$ cat config.mk
export PLATFORM = sky130hd
export DESIGN_NAME = ble_packet_link_engine_flat
export DESIGN_NICKNAME = d
export VERILOG_FILES = /design/src/rtl/ble_packet_link_engine_if.sv /design/src/rtl/ble_packet_link_engine.sv /design/src/flat_wrapper.sv
export SDC_FILE = /design/constraint.sdc
export NUM_CORES = 1
export LEC_CHECK = 0
export CORE_UTILIZATION = 45
export CTS_BUF_LIST = sky130_fd_sc_hd__clkbuf_2
export CTS_CLUSTER_DIAMETER = 40
export DETAILED_ROUTE_END_ITERATION = 8
export PLACE_DENSITY = 0.77
export SYNTH_ARGS = -nofsm -noshare
export SYNTH_HDL_FRONTEND = slang
export SYNTH_SLANG_ARGS = --single-unit
$ cat constraint.sdc
create_clock -name clk -period 61.1 [get_ports clk]
set_input_delay 18.33 -clock clk [delete_from_list [all_inputs] [get_ports clk]]
set_output_delay 18.33 -clock clk [all_outputs]
set_load 0.005 [all_outputs]
$ cat src/rtl/ble_packet_link_engine_if.sv
// Handshake/bus bundle between the BLE packet link engine and its command/UART neighbours.
interface ble_packet_link_engine_if #(
    parameter int unsigned PKT_BYTES = 18,
    parameter int unsigned RSP_BYTES = 33
);
    logic                   abort;
    logic                   cmd_valid;
    logic                   cmd_ready;
    logic [PKT_BYTES*8-1:0] cmd_data;
    logic [7:0]             cmd_len;
    logic [7:0]             tx_data;
    logic                   tx_valid;
    logic                   tx_ready;
    logic [7:0]             rx_data;
    logic                   rx_valid;
    logic [RSP_BYTES*8-1:0] rsp_data;
    logic [7:0]             rsp_len;
    logic                   rsp_valid;
    logic                   rsp_error;
    logic                   rsp_timeout;
    logic [3:0]             retries_used;
    logic                   busy;

    // master: the link engine; slave: command decoder / UART side
    modport master (
        input  abort, cmd_valid, cmd_data, cmd_len, tx_ready, rx_data, rx_valid,
        output cmd_ready, tx_data, tx_valid, rsp_data, rsp_len, rsp_valid, rsp_error,
               rsp_timeout, retries_used, busy
    );
    modport slave (
        output abort, cmd_valid, cmd_data, cmd_len, tx_ready, rx_data, rx_valid,
        input  cmd_ready, tx_data, tx_valid, rsp_data, rsp_len, rsp_valid, rsp_error,
               rsp_timeout, retries_used, busy
    );
endinterface

$ cat src/rtl/ble_packet_link_engine.sv
// BLE packet link engine: sends one command packet MSB-byte-first, then captures the response.
// Define BLE_LINK_RETRY_EN to retransmit the packet on response timeout (up to MAX_RETRIES).
module ble_packet_link_engine #(
    parameter int unsigned PKT_BYTES   = 18,
    parameter int unsigned RSP_BYTES   = 33,
    parameter logic [15:0] TERM_WORD   = 16'hBEEF,
    parameter int unsigned TIMEOUT     = 4000000,
    parameter int unsigned MAX_RETRIES = 2
) (
    input logic                      clk,
    input logic                      reset,
    ble_packet_link_engine_if.master bus
);
    localparam int unsigned PKT_W       = PKT_BYTES * 8;
    localparam int unsigned RSP_W       = RSP_BYTES * 8;
    localparam logic [7:0]  PKT_LEN_MAX = 8'(PKT_BYTES);
    localparam logic [7:0]  RSP_LEN_MAX = 8'(RSP_BYTES);
    localparam logic [31:0] TIMEOUT_CYC = 32'(TIMEOUT);
    localparam logic [3:0]  RETRY_LIMIT = 4'(MAX_RETRIES);
`ifdef BLE_LINK_RETRY_EN
    localparam bit RETRY_EN = 1'b1;
`else
    localparam bit RETRY_EN = 1'b0;
`endif

    typedef enum logic [1:0] {IDLE, SEND, WAIT_RSP} state_t;

    state_t           state_q, state_d;
    logic [PKT_W-1:0] pkt_q, pkt_d;
    logic [7:0]       len_q, len_d;
    logic [7:0]       idx_q, idx_d;
    logic [31:0]      timer_q, timer_d, timer_inc;
    logic [7:0]       tx_data_d;
    logic             tx_valid_d;
    logic [RSP_W-1:0] rsp_data_d, rsp_shift;
    logic [7:0]       rsp_len_d, rsp_len_inc;
    logic [3:0]       retries_d;
    logic             rsp_valid_d, rsp_error_d, rsp_timeout_d;

    // Byte k of a packet, counted from the most significant end
    function automatic logic [7:0] pkt_byte(input logic [PKT_W-1:0] pkt, input logic [7:0] k);
        logic [PKT_W-1:0] shifted;
        shifted = pkt << {k, 3'b000};
        return shifted[PKT_W-1 -: 8];
    endfunction

    always_comb begin
        state_d       = state_q;
        pkt_d         = pkt_q;
        len_d         = len_q;
        idx_d         = idx_q;
        timer_d       = timer_q;
        tx_data_d     = bus.tx_data;
        tx_valid_d    = bus.tx_valid;
        rsp_data_d    = bus.rsp_data;
        rsp_len_d     = bus.rsp_len;
        retries_d     = bus.retries_used;
        rsp_valid_d   = 1'b0;
        rsp_error_d   = 1'b0;
        rsp_timeout_d = 1'b0;
        rsp_shift     = {bus.rsp_data[RSP_W-9:0], bus.rx_data};
        rsp_len_inc   = bus.rsp_len + 8'd1;
        timer_inc     = (timer_q == 32'hFFFF_FFFF) ? timer_q : timer_q + 32'd1;

        if (bus.abort) begin
            state_d    = IDLE;
            tx_valid_d = 1'b0;
        end else begin
            unique case (state_q)
                IDLE: begin
                    if (bus.cmd_valid && bus.cmd_ready) begin
                        pkt_d      = bus.cmd_data;
                        len_d      = (bus.cmd_len == 8'd0 || 32'(bus.cmd_len) > PKT_BYTES)
                                     ? PKT_LEN_MAX : bus.cmd_len;
                        idx_d      = 8'd0;
                        rsp_data_d = '0;
                        rsp_len_d  = 8'd0;
                        retries_d  = 4'd0;
                        tx_data_d  = pkt_byte(bus.cmd_data, 8'd0);
                        tx_valid_d = 1'b1;
                        state_d    = SEND;
                    end
                end
                SEND: begin
                    if (bus.tx_ready) begin
                        if (idx_q == len_q - 8'd1) begin
                            tx_valid_d = 1'b0;
                            timer_d    = 32'd0;
                            state_d    = WAIT_RSP;
                        end else begin
                            idx_d     = idx_q + 8'd1;
                            tx_data_d = pkt_byte(pkt_q, idx_q + 8'd1);
                        end
                    end
                end
                WAIT_RSP: begin
                    // A byte arriving in the timeout cycle wins over the timeout
                    if (bus.rx_valid) begin
                        rsp_data_d = rsp_shift;
                        rsp_len_d  = rsp_len_inc;
                        timer_d    = 32'd0;
                        if (rsp_len_inc >= 8'd2 && rsp_shift[15:0] == TERM_WORD) begin
                            rsp_valid_d = 1'b1;
                            state_d     = IDLE;
                        end else if (rsp_len_inc == RSP_LEN_MAX) begin
                            rsp_error_d = 1'b1;
                            state_d     = IDLE;
                        end
                    end else if (timer_inc >= TIMEOUT_CYC) begin
                        if (RETRY_EN && bus.retries_used < RETRY_LIMIT) begin
                            retries_d  = bus.retries_used + 4'd1;
                            rsp_data_d = '0;
                            rsp_len_d  = 8'd0;
                            idx_d      = 8'd0;
                            tx_data_d  = pkt_byte(pkt_q, 8'd0);
                            tx_valid_d = 1'b1;
                            state_d    = SEND;
                        end else begin
                            rsp_timeout_d = 1'b1;
                            state_d       = IDLE;
                        end
                    end else begin
                        timer_d = timer_inc;
                    end
                end
                default: state_d = IDLE;
            endcase
        end
    end

    always_ff @(posedge clk or posedge reset) begin
        if (reset) begin
            state_q          <= IDLE;
            pkt_q            <= '0;
            len_q            <= 8'd0;
            idx_q            <= 8'd0;
            timer_q          <= 32'd0;
            bus.cmd_ready    <= 1'b1;
            bus.tx_data      <= 8'd0;
            bus.tx_valid     <= 1'b0;
            bus.rsp_data     <= '0;
            bus.rsp_len      <= 8'd0;
            bus.rsp_valid    <= 1'b0;
            bus.rsp_error    <= 1'b0;
            bus.rsp_timeout  <= 1'b0;
            bus.retries_used <= 4'd0;
            bus.busy         <= 1'b0;
        end else begin
            state_q          <= state_d;
            pkt_q            <= pkt_d;
            len_q            <= len_d;
            idx_q            <= idx_d;
            timer_q          <= timer_d;
            bus.cmd_ready    <= (state_d == IDLE);
            bus.tx_data      <= tx_data_d;
            bus.tx_valid     <= tx_valid_d;
            bus.rsp_data     <= rsp_data_d;
            bus.rsp_len      <= rsp_len_d;
            bus.rsp_valid    <= rsp_valid_d;
            bus.rsp_error    <= rsp_error_d;
            bus.rsp_timeout  <= rsp_timeout_d;
            bus.retries_used <= retries_d;
            bus.busy         <= (state_d != IDLE);
        end
    end
endmodule
$ cat src/flat_wrapper.sv
// flat-port wrapper written by rule: the top's interface ports become plain ports
module ble_packet_link_engine_flat 
#(
    parameter int unsigned PKT_BYTES   = 18,
    parameter int unsigned RSP_BYTES   = 33,
    parameter logic [15:0] TERM_WORD   = 16'hBEEF,
    parameter int unsigned TIMEOUT     = 4000000,
    parameter int unsigned MAX_RETRIES = 2
)
  (clk, reset, bus_abort, bus_cmd_valid, bus_cmd_data, bus_cmd_len, bus_tx_ready, bus_rx_data, bus_rx_valid, bus_cmd_ready, bus_tx_data, bus_tx_valid, bus_rsp_data, bus_rsp_len, bus_rsp_valid, bus_rsp_error, bus_rsp_timeout, bus_retries_used, bus_busy);
  ble_packet_link_engine_if #(.PKT_BYTES(PKT_BYTES), .RSP_BYTES(RSP_BYTES)) bus_i ();
  input logic clk;
  input logic reset;
  input wire logic [$bits(bus_i.abort)-1:0] bus_abort;
  input wire logic [$bits(bus_i.cmd_valid)-1:0] bus_cmd_valid;
  input wire logic [$bits(bus_i.cmd_data)-1:0] bus_cmd_data;
  input wire logic [$bits(bus_i.cmd_len)-1:0] bus_cmd_len;
  input wire logic [$bits(bus_i.tx_ready)-1:0] bus_tx_ready;
  input wire logic [$bits(bus_i.rx_data)-1:0] bus_rx_data;
  input wire logic [$bits(bus_i.rx_valid)-1:0] bus_rx_valid;
  output wire logic [$bits(bus_i.cmd_ready)-1:0] bus_cmd_ready;
  output wire logic [$bits(bus_i.tx_data)-1:0] bus_tx_data;
  output wire logic [$bits(bus_i.tx_valid)-1:0] bus_tx_valid;
  output wire logic [$bits(bus_i.rsp_data)-1:0] bus_rsp_data;
  output wire logic [$bits(bus_i.rsp_len)-1:0] bus_rsp_len;
  output wire logic [$bits(bus_i.rsp_valid)-1:0] bus_rsp_valid;
  output wire logic [$bits(bus_i.rsp_error)-1:0] bus_rsp_error;
  output wire logic [$bits(bus_i.rsp_timeout)-1:0] bus_rsp_timeout;
  output wire logic [$bits(bus_i.retries_used)-1:0] bus_retries_used;
  output wire logic [$bits(bus_i.busy)-1:0] bus_busy;
  assign bus_i.abort = bus_abort;
  assign bus_i.cmd_valid = bus_cmd_valid;
  assign bus_i.cmd_data = bus_cmd_data;
  assign bus_i.cmd_len = bus_cmd_len;
  assign bus_i.tx_ready = bus_tx_ready;
  assign bus_i.rx_data = bus_rx_data;
  assign bus_i.rx_valid = bus_rx_valid;
  assign bus_cmd_ready = bus_i.cmd_ready;
  assign bus_tx_data = bus_i.tx_data;
  assign bus_tx_valid = bus_i.tx_valid;
  assign bus_rsp_data = bus_i.rsp_data;
  assign bus_rsp_len = bus_i.rsp_len;
  assign bus_rsp_valid = bus_i.rsp_valid;
  assign bus_rsp_error = bus_i.rsp_error;
  assign bus_rsp_timeout = bus_i.rsp_timeout;
  assign bus_retries_used = bus_i.retries_used;
  assign bus_busy = bus_i.busy;
  ble_packet_link_engine #(.PKT_BYTES(PKT_BYTES), .RSP_BYTES(RSP_BYTES), .TERM_WORD(TERM_WORD), .TIMEOUT(TIMEOUT), .MAX_RETRIES(MAX_RETRIES)) u_core (.clk(clk), .reset(reset), .bus(bus_i));
endmodule
==> flow_summary.toml, run 1 <==
[status]
outcome = "finished clean"

[detailed_routing]
routed_wl_um = 59700
antenna_left = 0
wl_per_cell_um = 19.8
drt_iter0_markers = 1663
vias = 17000
drc = 0
drt-pass1-iter-count = 6
viasPerCell = 5.64

[synth]
synth_top_area_share_pct = 58.3
syn_avg_cell_area_um2 = 11.0
ys_ff_latch = 480
yosysSeqAreaShare_pct = 58.5
yosysMostFrequentCell = "nand2_1"
yosysWarnings = 0
ys_types = 71
async_reset_ff_share_pct = 100
yosysTopAreaCell = "dfrtp_1"
synth_ff_type = "dfrtp_1"
synth_area_leaders = "dfrtp_1, a22o_1, nand2_1"
syn_area_um2 = 20500
synth-edff-count = 0
synth_cells = 1875
ys_top_cells_by_count = "nand2_1, dfrtp_1, a22o_1"

[floorplan]
core_region_area_um2 = 44600
num_rows = 77
die_h_um = 216
pin_count = 456
die-area_um2 = 46500
initial_core_util_pct = 46.1
die_w_um = 216

[place]
io_buffer_count = 451
place_hpwl_um = 40700
gp_congestion = 0.878

[cells_and_area]
fill_cells = 3623
area_delta_synth_final_pct = 28.9
regArea_um2 = 12000
multi_input_comb_area_um2 = 7900
finish.utilization_pct = 59.4
fin_nets = 2497
layout-drive-gt1-share_pct = 11.3

[critical_path]
reg2reg_from = "u_core.timer_q[0]$_DFFE_PP0P_"
cp-startpoint = "bus_abort"
critPathMaxFanout = 98
cp.arrival_ns = 22.10
worstSetupEndpointType = "register"
startpoint_type = "input pin"
crit_type = "in -> reg"
cp.required_ns = 62.16

[global_route]
grt_antenna_before_repair = 4
first_global_vias = 17000
grt.total_usage_pct = 25.8
grt_use_met1_pct = 33.4
global_route.usage.met2_pct = 40.9
grt.overflow.total = 0
grt.busiest_layer = "met2"
use_met3_pct = 6.57
grt_max_degree = 250
grt_pass1_wl_um = 94600

[clock_tree]
cts_buffer_depth = 3
htree_num_levels = 3
cts_root_buffer = "clkbuf_2"
cts_inserted_buffers = 121
cts_sinks = 480
postCtsSetupRepairBufs = 0
path_clk_slew_ns = 0.09
cts_tree = "done"
cts_hold_buf = 0
cts_resized = 0
clock_latency_ns = 1.18

[sta]
layout_min_cycle_time_ns = 21.05
clock_skew_ns = 0.0544
setup_viol = 0
hold-worst-slack_ns = 0.476
finalHoldViolations = 0
rsz0062_at_grt = "false"
maxSlewHeadroom_pct = 19.7
max_freq_ghz = 0.0475
tightest_slew_ns = 1.20
fin_crit_sh_pct = 34.4
fin_setup_tns_ns = 0
slew_violations = 0

[run]
maxCapViolCount = 0

[hold_path]
min_from = "u_core.pkt_q[22]$_DFFE_PP0P_"
hold_class = "reg -> reg"

[pwr]
p_per_area_nw_per_um2 = 26.7
vdd_drop_max_mv = 0.0165
p_leak_nw = 12.3
state kept, by name, indices dropped and copies added, names as in the netlist, 2 cells and up:
name / cells
u_core.pkt_q: 144
u_core.bus.rsp_len: 8
u_core.bus.rsp_data: 264
u_core.bus.tx_data: 8
u_core.state_q: 2
u_core.timer_q: 32
u_core.idx_q: 8
u_core.len_q: 8
cell families after synthesis:
family / count (synthesis) / share of synthesized area (%)
mux: 43 / 4.09
xor+xnor: 28 / 1.19
other cells: 1 / 0.0183
compound gates: 425 / 16.8
simple gates: 727 / 15.7
fa+ha+maj: 6 / 0.365
flops: 480 / 58.5
buf+inv: 165 / 3.31
area by class of cell:
class	count	share of cell area, %
flip-flops and latches	480	45.4
multi-input cells	1233	29.8
repair buffers	468	17.6
clock buffers	179	3.38
well taps	592	2.80
clock inverters	33	0.694
inverters	21	0.326
diodes	6	0.0567
layer usage:
layer | part of all wire [%] | routed length [um]
met3 | 7.3 | 4360
met4 | 3.8 | 2290
met2 | 48 | 28600
met1 | 41 | 24400
met5 | 0 | 0
power by group:
part | internal (mW) | switching (mW) | leakage [nW] | total, mW
clock network | 0.0864 | 0.130 | 0.836 | 0.216
registers | 0.347 | 0.0183 | 6.44 | 0.365
logic | 0.0572 | 0.0688 | 5.06 | 0.126
per-stage QoR:
stage | total power [mW] | std cells | instance area (um2) | setup WS, ns
after global routing | 0.748 | 3011 | 26500 | 39.98
after detailed placement | 0.497 | 2794 | 25400 | 39.01
after CTS | 0.714 | 3006 | 26500 | 40.27
final | 0.707 | 3012 | 26500 | 40.05
after floorplan | 0.451 | 1878 | 20600 | 29.38
after global placement | 0.493 | 2794 | 25400 | 39.08
cells in the final DEF (no fill, tap or decap), types with 9 or more instances in the layout:
master | netlist | final
buf_4 | 10 | 16
nand3b_1 | 10 | 10
dfrtp_1 | 479 | 478
clkinv_1 | 0 | 25
nor3_1 | 20 | 20
clkbuf_2 | 0 | 179
inv_1 | 21 | 20
o22ai_1 | 9 | 9
xnor2_1 | 21 | 21
a21oi_1 | 26 | 26
nor2_1 | 46 | 44
and4_1 | 10 | 10
nand2_1 | 516 | 516
clkdlybuf4s50_1 | 0 | 451
a21boi_0 | 9 | 9
mux4_2 | 32 | 32
nand4_1 | 15 | 15
a22o_1 | 268 | 268
o21ai_0 | 33 | 33
a32oi_1 | 12 | 12
nand3_1 | 39 | 39
and3_1 | 11 | 11
nor4_1 | 10 | 10
a31oi_1 | 12 | 12
final timing paths:
check                      depth (start not counted)  slack, ns                                   end
setup / recovery                                   5      40.05   u_core.bus.rsp_data[18]$_DFFE_PP0P_
hold / removal                                     2       0.48          u_core.pkt_q[22]$_DFFE_PP0P_
setup reg to reg                                   9      56.64        u_core.timer_q[26]$_DFFE_PP0P_
hold reg to reg                                    2       0.48          u_core.pkt_q[22]$_DFFE_PP0P_
max in group asynchronous                          4      40.87  u_core.bus.rsp_data[262]$_DFFE_PP0P_
min in group asynchronous                          2      17.66   u_core.bus.rsp_data[96]$_DFFE_PP0P_
critical path: stages:
cell	delay, ns
clkdlybuf4s50_1	0.78
or3_4	0.77
buf_4	0.85
buf_4	0.91
a22o_1	0.27
(Power assumes the default switching activity.)
==> run 2: changes to the inputs <==
--- a/config.mk
+++ b/config.mk
@@ -9,7 +9,7 @@
 export CTS_BUF_LIST = sky130_fd_sc_hd__clkbuf_2
 export CTS_CLUSTER_DIAMETER = 40
 export DETAILED_ROUTE_END_ITERATION = 8
-export PLACE_DENSITY = 0.77
+export PLACE_DENSITY = 0.8
 export SYNTH_ARGS = -nofsm -noshare
 export SYNTH_HDL_FRONTEND = slang
 export SYNTH_SLANG_ARGS = --single-unit
==> constraint.sdc (replaced) <==
create_clock -name clk -period 17 [get_ports clk]
set_input_delay 5.1 -clock clk [delete_from_list [all_inputs] [get_ports clk]]
set_output_delay 5.1 -clock clk [all_outputs]
set_load 0.005 [all_outputs]
==> flow_summary.toml, run 2 (same netlist as run 1, synthesis figures left out) <==
[cells_and_area]
mostFrequentLayoutCells = "nand2_1, dfrtp_1, clkdlybuf4s50_1"
layout-drive-gt1-share_pct = 11.2
area_delta_synth_final_pct = 29.2
largestRegisters = "u_core.bus.rsp_data: 264 flops, u_core.pkt_q: 144 flops, u_core.timer_q: 32 flops"
layout_commonest_cell = "nand2_1"
fin_nets = 2495
top_register = "u_core.bus.rsp_data"
fill_cells = 3638
largest_reg_flops = 264

[global_route]
grt_max_degree = 253
first_global_vias = 16700
grt.overflow.total = 0
grt_pass1_wl_um = 93200
grt.total_usage_pct = 25.3
grt_antenna_before_repair = 6

[critical_path]
crit_type = "in -> async"
worstSetupEndpointType = "asynchronous set/reset pin"
reg2reg_from = "u_core.timer_q[1]$_DFFE_PP0P_"
cpPeakStageDelay_ns = 0.83
cp.arrival_ns = 8.81
cpMostUsedCell = "buf_4"
critPathMaxFanout = 171
cp-startpoint = "reset"
path_cells = "clkdlybuf4s50_1 > clkinvlp_4 > buf_4 > buf_12 > buf_4 > buf_4"
startpoint_type = "input pin"
crit_path_top_delay_cell = "buf_4"
cp.required_ns = 18.08

[floorplan]
die_w_um = 216
die-area_um2 = 46500
core_region_area_um2 = 44600
initial_core_util_pct = 46.1
pin_count = 456
die_h_um = 216
num_rows = 77

[sta]
max_freq_ghz = 0.129
fin_crit_sh_pct = 45.5
maxSlewHeadroom_pct = 12.3
fin_setup_tns_ns = 0
layout_min_cycle_time_ns = 7.73
hold-worst-slack_ns = 0.478
slew_violations = 0
rsz0062_at_grt = "false"
setup_viol = 0
tightest_slew_ns = 1.32
clock_skew_ns = 0.0501
finalHoldViolations = 0

[clock_tree]
cts_tree = "done"
cts_inserted_buffers = 119
clock_latency_ns = 1.12
cts_hold_buf = 0
htree_num_levels = 3
cts_root_buffer = "clkbuf_2"
cts_resized = 0
cts_sinks = 480
postCtsSetupRepairBufs = 0
path_clk_slew_ns = 0.09
cts_buffer_depth = 3

[detailed_routing]
viasPerCell = 5.65
antenna_left = 0
wl_per_cell_um = 19.7
drc = 0
drt_iter0_markers = 1609
vias = 17000
drt-pass1-iter-count = 7
routed_wl_um = 59400

[pwr]
p_per_area_nw_per_um2 = 96.3
vdd_drop_max_mv = 0.0640
p_leak_nw = 12.4

[place]
gp_congestion = 0.898
io_buffer_count = 451
place_hpwl_um = 40800

[run]
maxCapViolCount = 0

[status]
outcome = "finished clean"

[hold_path]
hold_class = "reg -> reg"
min_from = "u_core.pkt_q[122]$_DFFE_PP0P_"
[run 2: final cells by class]
| type | instances | area [um2] | share of cell area, % |
|---|---|---|---|
| antenna | 4 | 10.0 | 0.0377 |
| clock buffer | 173 | 866 | 3.26 |
| clock inverter | 45 | 262 | 0.985 |
| inverter | 21 | 82.6 | 0.311 |
| multi-input combinational | 1233 | 7890 | 29.7 |
| sequential | 480 | 12000 | 45.3 |
| tap | 592 | 741 | 2.79 |
| timing repair buffer | 468 | 4680 | 17.6 |
[run 2: final timing paths]
| kind | end | slack [ns] | cells past startpoint |
|---|---|---|---|
| max | u_core.bus.rsp_data[126]$_DFFE_PP0P_ | 9.27 | 6 |
| min | u_core.pkt_q[122]$_DFFE_PP0P_ | 0.48 | 2 |
| max reg2reg | u_core.timer_q[29]$_DFFE_PP0P_ | 12.62 | 9 |
| min reg2reg | u_core.pkt_q[122]$_DFFE_PP0P_ | 0.48 | 2 |
| max in group clk | bus_rsp_len[4] | 9.69 | 1 |
| min in group asynchronous | u_core.pkt_q[60]$_DFFE_PP0P_ | 4.60 | 3 |
[run 2: through the flow]
stage | instances | setup WS, ns | cell area (um2) | power [mW] | utilization [%]
finish | 3016 | 9.27 | 26500 | 2.56 | 59.5
floorplan | 1878 | 5.40 | 20600 | 1.62 | -
global route | 3016 | 8.89 | 26500 | 2.70 | 59.5
detailed placement | 2794 | 8.17 | 25400 | 1.79 | 57.0
CTS | 3012 | 9.40 | 26500 | 2.58 | 59.5
global placement | 2794 | 8.27 | 25400 | 1.77 | 57.0
[run 2: report_power, final]
part           switching (mW)  internal (mW)  total [mW]  leakage [nW]
clock                   0.470          0.321       0.791         0.852
sequential             0.0655           1.25        1.31          6.44
combinational           0.247          0.206       0.454          5.06
[run 2: worst max-delay path: cells and delay by family]
family / cells / cell delay [ns]
buffers and inverters: 6 / 3.27
[run 2: per-layer routing]
metal / track usage, % / share of wire [%] / vias to the layer above
met5: 0 / 0.022 / -
met4: 11.4 / 3.5 / 2
met2: 39.8 / 48 / 722
li1: - / - / 7685
met1: 33.5 / 41 / 8504
met3: 5.79 / 7.4 / 116
